[src/rtl/hazard_ctrl_pkg.sv]
// Shared definitions for the pipeline hazard controller: FSM states,
// forward-select codes and the legal load-bubble range.
package hazard_ctrl_pkg;

  typedef enum logic [1:0] {
    IDLE     = 2'd0,
    LD_WAIT  = 2'd1,
    MDU_BUSY = 2'd2
  } state_t;

  localparam logic [1:0] FWD_RF  = 2'b00;
  localparam logic [1:0] FWD_WB  = 2'b01;
  localparam logic [1:0] FWD_MEM = 2'b10;

  localparam int LOAD_STALL_MIN = 1;
  localparam int LOAD_STALL_MAX = 7;

endpackage

[src/rtl/hazard_ctrl_fwd_sel.sv]
// Operand forward select for one Execute source register.
// Memory stage wins over Writeback; x0 is never forwarded.
module fwd_sel
  import hazard_ctrl_pkg::*;
#(
  parameter int AW = 5
) (
  input  logic [AW-1:0] rs_addr,
  input  logic [AW-1:0] rd_m,
  input  logic [AW-1:0] rd_w,
  input  logic          reg_write_m,
  input  logic          reg_write_w,
  output logic [1:0]    fwd
);

  always_comb begin
    fwd = FWD_RF;
    if (reg_write_m && (rd_m != '0) && (rd_m == rs_addr))
      fwd = FWD_MEM;
    else if (reg_write_w && (rd_w != '0) && (rd_w == rs_addr))
      fwd = FWD_WB;
  end

endmodule

[src/rtl/hazard_ctrl.sv]
// Pipeline hazard controller: forwarding, load-use bubbles, mul/div stalls,
// branch flushes and saturating stall/flush performance counters.
module hazard_ctrl
  import hazard_ctrl_pkg::*;
#(
  parameter int REG_AW     = 5,
  parameter int LOAD_STALL = 1,
  parameter int CNT_W      = 16
) (
  input  logic              clk,
  input  logic              rst,
  input  logic [REG_AW-1:0] rs1_addr_D,
  input  logic [REG_AW-1:0] rs2_addr_D,
  input  logic [REG_AW-1:0] rs1_addr_E,
  input  logic [REG_AW-1:0] rs2_addr_E,
  input  logic [REG_AW-1:0] RdE,
  input  logic [REG_AW-1:0] RdM,
  input  logic [REG_AW-1:0] RdW,
  input  logic              RegWriteM,
  input  logic              RegWriteW,
  input  logic              MemReadE,
  input  logic              PCSrcE,
  input  logic              mdu_start_E,
  input  logic              mdu_done,
  output logic [1:0]        ForwardAE,
  output logic [1:0]        ForwardBE,
  output logic              StallF,
  output logic              StallD,
  output logic              StallE,
  output logic              FlushD,
  output logic              FlushE,
  output logic [CNT_W-1:0]  stall_cnt,
  output logic [CNT_W-1:0]  flush_cnt
);

  localparam logic [2:0] LD_RELOAD = 3'(LOAD_STALL - 1);

  state_t          state_reg, state_next;
  logic [2:0]      ld_cnt_reg, ld_cnt_next;
  logic [CNT_W-1:0] stall_cnt_reg, flush_cnt_reg;
  logic            lu;
  logic            stall_f, stall_d, stall_e, flush_d, flush_e;
  logic [1:0]      fwd_a, fwd_b;

  fwd_sel #(.AW(REG_AW)) u_fwd_a (
    .rs_addr     (rs1_addr_E),
    .rd_m        (RdM),
    .rd_w        (RdW),
    .reg_write_m (RegWriteM),
    .reg_write_w (RegWriteW),
    .fwd         (fwd_a)
  );

  fwd_sel #(.AW(REG_AW)) u_fwd_b (
    .rs_addr     (rs2_addr_E),
    .rd_m        (RdM),
    .rd_w        (RdW),
    .reg_write_m (RegWriteM),
    .reg_write_w (RegWriteW),
    .fwd         (fwd_b)
  );

  assign lu = MemReadE && (RdE != '0) && ((RdE == rs1_addr_D) || (RdE == rs2_addr_D));

  // Stall/flush must act in the same cycle the hazard is seen, so they are
  // decoded from the registered state plus the current pipeline inputs.
  always_comb begin
    state_next  = state_reg;
    ld_cnt_next = ld_cnt_reg;
    stall_f     = 1'b0;
    stall_d     = 1'b0;
    stall_e     = 1'b0;
    flush_d     = 1'b0;
    flush_e     = 1'b0;
    case (state_reg)
      IDLE: begin
        if (PCSrcE) begin
          flush_d = 1'b1;
          flush_e = 1'b1;
        end
        if (mdu_start_E) begin
          state_next = MDU_BUSY;
        end else if (lu && !PCSrcE) begin
          stall_f = 1'b1;
          stall_d = 1'b1;
          flush_e = 1'b1;
          if (LOAD_STALL > 1) begin
            state_next  = LD_WAIT;
            ld_cnt_next = LD_RELOAD;
          end
        end
      end
      LD_WAIT: begin
        if (PCSrcE) begin
          flush_d     = 1'b1;
          flush_e     = 1'b1;
          state_next  = IDLE;
          ld_cnt_next = 3'd0;
        end else begin
          stall_f     = 1'b1;
          stall_d     = 1'b1;
          flush_e     = 1'b1;
          ld_cnt_next = ld_cnt_reg - 3'd1;
          if (ld_cnt_reg <= 3'd1) begin
            state_next  = IDLE;
            ld_cnt_next = 3'd0;
          end
        end
      end
      MDU_BUSY: begin
        if (mdu_done) begin
          state_next = IDLE;
        end else begin
          stall_f = 1'b1;
          stall_d = 1'b1;
          stall_e = 1'b1;
        end
      end
      default: state_next = IDLE;
    endcase
  end

  always_ff @(posedge clk or posedge rst) begin
    if (rst) begin
      state_reg     <= IDLE;
      ld_cnt_reg    <= 3'd0;
      stall_cnt_reg <= '0;
      flush_cnt_reg <= '0;
    end else begin
      state_reg  <= state_next;
      ld_cnt_reg <= ld_cnt_next;
      if (stall_f && (stall_cnt_reg != '1))
        stall_cnt_reg <= stall_cnt_reg + CNT_W'(1);
      // FlushD is only ever raised by a taken branch, so it marks flush events.
      if (flush_d && (flush_cnt_reg != '1))
        flush_cnt_reg <= flush_cnt_reg + CNT_W'(1);
    end
  end

  // Reset forces every control output low immediately, not at the next edge.
  assign StallF    = stall_f & ~rst;
  assign StallD    = stall_d & ~rst;
  assign StallE    = stall_e & ~rst;
  assign FlushD    = flush_d & ~rst;
  assign FlushE    = flush_e & ~rst;
  assign ForwardAE = rst ? FWD_RF : fwd_a;
  assign ForwardBE = rst ? FWD_RF : fwd_b;
  assign stall_cnt = stall_cnt_reg;
  assign flush_cnt = flush_cnt_reg;

endmodule

[config.mk]
export PLATFORM = sky130hd
export DESIGN_NAME = hazard_ctrl
export DESIGN_NICKNAME = d
export VERILOG_FILES = /design/src/rtl/hazard_ctrl_pkg.sv /design/src/rtl/hazard_ctrl_fwd_sel.sv /design/src/rtl/hazard_ctrl.sv
export SDC_FILE = /design/constraint.sdc
export NUM_CORES = 1
export LEC_CHECK = 0
export BUFFER_PORTS_ARGS = -buffer_cell sky130_fd_sc_hd__clkbuf_2
export CAP_MARGIN = 5
export CORE_MARGIN = 2
export CORE_UTILIZATION = 35
export DETAILED_ROUTE_END_ITERATION = 8
export HOLD_SLACK_MARGIN = 0.03
export MAX_ROUTING_LAYER = met4
export PLACE_DENSITY = 0.64
export SETUP_SLACK_MARGIN = 0.5
export SLEW_MARGIN = 20
export SYNTH_ARGS = -nofsm -noshare
export SYNTH_HDL_FRONTEND = slang
export SYNTH_SLANG_ARGS = --single-unit
[constraint.sdc]
create_clock -name clk -period 2.55 [get_ports clk]
set_input_delay 0.3825 -clock clk [delete_from_list [all_inputs] [get_ports clk]]
set_output_delay 0.3825 -clock clk [all_outputs]
set_load 0.01 [all_outputs]
* Word level (Yosys, flattened, before mapping) *
Index checks and enable logic that the tools add are counted.

cells by class
  add/sub/neg operators = 3
  $lt $le $gt $ge = 1
  equal/unequal tests = 13
  multiplexer cells = 24
  bitwise logic cells = 5
  reduce and logical (&&, ||, !) cells = 19

operators by type and width
  operator                                                                count
  16-bit by 1-bit adder with 16-bit output (second input constant)        2
  16-bit != test (second input constant)                                  2
  5-bit equality test                                                     6
  2-bit two-way mux                                                       8
  5-bit nonzero test                                                      3
  1-bit logical AND                                                       11
  1-bit two-way mux                                                       11
  3-bit two-way mux                                                       2
  2-bit case mux with 3 select lines                                      1
  1-bit bitwise AND                                                       4
  2-bit != test (second input constant)                                   2
  3-bit by 1-bit <= comparator with 1-bit output (second input constant)  1
  3-bit != test (second input constant)                                   1
  1-bit case mux with 3 select lines                                      1
  3-bit AND reduction                                                     1
  3-bit by 1-bit subtractor with 3-bit output (second input constant)     1
  2-bit by 1-bit equality test with 1-bit output (second input constant)  1
  2-bit equality test (second input constant)                             1
  2-bit zero test                                                         1
  1-bit case mux with 2 select lines                                      1
  2-bit OR reduction                                                      1
  1-bit zero test                                                         1
  1-bit logical OR                                                        1
  1-bit NOT                                                               1

word-level totals
  bits in registers = 37
  output and inout bits = 41

* Depth between registers and ports, before layout *
  depth after elaboration = 8
  mapped depth = 7
  gate-level depth less buffers = 7

* By module *
Synthesis repeated with hierarchy kept, for this count alone.

second synthesis, totals
  cells, all modules = 211
  area, all modules = 2064.5 µm²

modules (own cells, without submodules)
  module       times used  cells each  area each (µm²)  sequential area each (µm²)
  hazard_ctrl  1           171         1761.7           825.8
  fwd_sel      2           20          151.4            0.0

* Worst setup path before layout *
Ideal clock, no wire load.

  path kind = input -> output
  start point = input port rst
  end point = output port ForwardAE[0]
  arrival = 2205 ps
  data required time = 2168 ps
  path slack = -38 ps
  cell stages on the path = 4
  cells stage by stage = inv_1 -> o211ai_1 -> or4_1 -> nor4_1

between the ends
  word-level cells in the longest chain between the ends = 1

RTL lines
  item               RTL line            source
  start, declared    hazard_ctrl.sv:11   input logic rst,
  2-bit two-way mux  hazard_ctrl.sv:146  assign ForwardAE = rst ? FWD_RF : fwd_a;
  end, declared      hazard_ctrl.sv:25   output logic [1:0] ForwardAE,

No other way between the ends.

* Worst setup path in the final report *
  start point = input port rs1_addr_D[4]
  end point = output port StallF

between the ends
  word-level cells in the longest chain between the ends = 8

RTL lines
  item                                RTL line            source
  start, declared                     hazard_ctrl.sv:12   input logic [REG_AW-1:0] rs1_addr_D,
  5-bit equality test                 hazard_ctrl.sv:63   assign lu = MemReadE && (RdE != '0) && ((RdE == rs1_addr_D) || (RdE == rs2_addr_D));
  1-bit logical OR                    hazard_ctrl.sv:63
  1-bit logical AND                   hazard_ctrl.sv:63
  1-bit logical AND                   hazard_ctrl.sv:83   end else if (lu && !PCSrcE) begin
  1-bit two-way mux                   hazard_ctrl.sv:83
  1-bit two-way mux                   hazard_ctrl.sv:81   if (mdu_start_E) begin
  1-bit case mux with 3 select lines  hazard_ctrl.sv:75   case (state_reg)
  1-bit bitwise AND                   hazard_ctrl.sv:141  assign StallF = stall_f & ~rst;
  end, declared                       hazard_ctrl.sv:27   output logic StallF,

No other way between the ends.

==> metrics <==
Leak Pwr 1.31 nW; Worst EP arrival 1.69 ns; Worst Hold Class input port to asynchronous set/reset pin; CTS Buf Count 5; most frequent cells in the layout 73 x clkbuf_2, 33 x dfrtp_1, 32 x xor2_1, 24 x xnor2_1; simple-gate portion of the synthesized area 27.5%; Synth Instances 204; Synth Area in Adders 1.21%; clk_skew 0.00653 ns; syn_area_per_cell 10.1 um^2; placed cell count 360; slowest stage delay, CP 0.47 ns; clock buffer depth 2; post-route setup TNS 0 ns; Power Total 1.64 mW; ANT nets after route 0; non-filler cells in the finished layout 372; crit-path most repeated cell buf_6; clock root buffer clkbuf_8; Worst slew margin 71.6%; actual slew at the worst max-slew pin 0.426 ns; CTS sink cnt 33; post-DP HPWL 3800 um; xor/xnor share of the synthesized area 24.2%; Netlist cell types 31; Pwr Density 578 mW/mm^2; Worst Hold Margin 0.318 ns; Final Hold Viols 0; Antenna diodes 0; worst path cell trace buf_6 > xor2_2 > nor3_2 > a22oi_2 > o41a_4 > nor2_4 > buf_6; Fmax 0.483 GHz; Area Overhead vs Synth 37.6%; final WL 5020 um; num ports 84; die width 80.8 um; vias in the first global route 1758; syn nets 249; Fillers 541; IO buf count 83; largest net degree at the start of global routing 34; outcome complete, no violations; Crit. End Element output pin; Pins Over Slew Limit 0; die height 80.8 um; All-Layer GR Usage 15.6%; Vias per Instance 5.01; CP required 2.17 ns; layout cells sized above 1 42.3%; first-pass GRT wire length 7800 um; fin nets 344; Setup WS pre-CTS 0.319 ns; First-pass DRT Iterations 5; Setup CP Type input port to output pin; clock latency on the worst-skew pair 0.28 ns; FP Rows 27; final worst slack 0.480 ns; Iter 0 DRT Violations 48; Mapped Area 0.00207 mm^2; post-synthesis register bit count 33; CTS tree done; initial antenna violation count 0; post-layout min period 2.07 ns; WL per Instance 13.5 um; main combinational cell family by area after synthesis simple AND/OR/NAND/NOR gates; slowest cell on the critical path o41a_4; gp weighted congestion 0.887; Max FO, Critical Path 3; Ys Warns 0; core area 0.00561 mm^2; Worst IR Drop VDD 0.000297 V; RSZ-0062 raised after global routing yes; post-synthesis mux area share 1.09%; global route overflow 0; commonest non-fill, non-tap cell in the layout clkbuf_2; htree depth 2; final period utilization 81.2%; die area 0.00653 mm^2; Clock transition at path regs 0.08 ns; sequential-to-total area share from yosys stat 40.0%; CTS Hold Buffers Added 0; Worst R2R Path Depth 6; max_cap viols 0; Initial Util 36.8%; Setup-failing EPs final 0; vias 1862; Synth Area in Compound Gates 4.36%; Residual DRC 0; critical path launch point type input port
cell usage after synthesis:
| cell | n | share of area [%] |
|---|---|---|
| nor3_1 | 9 | 2.2 |
| o21ai_0 | 4 | 0.97 |
| a21oi_1 | 1 | 0.24 |
| nor4_1 | 6 | 1.8 |
| nor4_4 | 2 | 2.1 |
| nand4_1 | 9 | 2.7 |
| dfrtp_1 | 33 | 40 |
| o41a_4 | 1 | 1.0 |
| nor2_1 | 15 | 2.7 |
| nand3_1 | 14 | 3.4 |
| buf_6 | 1 | 0.55 |
| inv_1 | 3 | 0.55 |
| and3_1 | 2 | 0.61 |
| ha_1 | 2 | 1.2 |
| or4_1 | 4 | 1.5 |
| a31oi_1 | 2 | 0.61 |
| buf_2 | 1 | 0.24 |
| buf_4 | 1 | 0.36 |
| nor3b_2 | 2 | 1.2 |
| xnor2_1 | 24 | 10 |
| and4_1 | 3 | 1.3 |
| nor4b_2 | 2 | 1.5 |
| xor2_1 | 33 | 14 |
| o211ai_1 | 2 | 0.73 |
| mux2_2 | 2 | 1.1 |
| nand2b_1 | 5 | 1.5 |
| a22oi_1 | 1 | 0.36 |
| o41ai_1 | 1 | 0.42 |
| nor3_2 | 5 | 2.4 |
| nor2b_1 | 1 | 0.30 |
| nand2_1 | 13 | 2.4 |
cells by family (layout without fill, tap and decap cells):
| group | after synthesis | after routing |
|---|---|---|
| AOI/OAI and AO/OA | 12 | 12 |
| xor gates and xnor gates | 57 | 57 |
| adders and majority gates | 2 | 2 |
| buffers and inverters | 6 | 102 |
| DFF | 33 | 33 |
| muxes | 2 | 2 |
| and+or+nand+nor | 92 | 92 |
final timing paths:
path,from,slack [ns],end
max reg2reg,stall_cnt[4],0.69,stall_cnt[9]
min,rst,0.32,flush_cnt[12]
max,rs1_addr_D[4],0.48,StallF
max in group asynchronous,rst,1.93,stall_cnt[8]
min reg2reg,flush_cnt[10],0.49,flush_cnt[10]
min in group clk,mdu_start_E,0.36,state_reg[1]
through the flow:
step,cell area [um^2],utilization (%)
after CTS,2760,49.1
final,2840,50.7
after floorplan,2100,-
after global placement,2610,46.5
after global routing,2840,50.7
after detailed placement,2610,46.5
worst max-delay path: cells and delay by family:
kind | cells | cell delay, ns
AOI/OAI and AO/OA | 2 | 0.59
and+or+nand+nor | 2 | 0.34
buffers and inverters | 2 | 0.21
xor gates and xnor gates | 1 | 0.16
layout make-up:
class	count	area, um^2	share of cell area (%)
multi-input combinational	165	1290	45.5
sequential	33	826	29.0
timing repair buffer	91	528	18.6
inverter	3	15.0	0.528
clock inverter	3	22.5	0.792
tap	72	90.1	3.17
clock buffer	5	68.8	2.42
timing repair:
item	CTS	global route
setup endpoints to repair	5	18
setup buffers	3	1
pin swaps	9	10
gates resized for setup	8	24
routing by layer:
layer | GRT usage [%] | vias up | wire length, um
met1 | 19.3 | 885 | 2170
met5 | - | - | 0
li1 | - | 912 | -
met2 | 26.0 | 61 | 2570
met4 | 4.75 | 0 | 50
met3 | 3.00 | 4 | 231
power by group:
part | internal [mW] | total (mW) | switching (mW) | leakage (nW)
clock | 0.191 | 0.396 | 0.205 | 0.0364
combinational | 0.238 | 0.490 | 0.252 | 0.839
sequential | 0.617 | 0.757 | 0.139 | 0.433
total | 1.05 | 1.64 | 0.596 | 1.31
No activity file was read; power rests on OpenSTA's default activity.
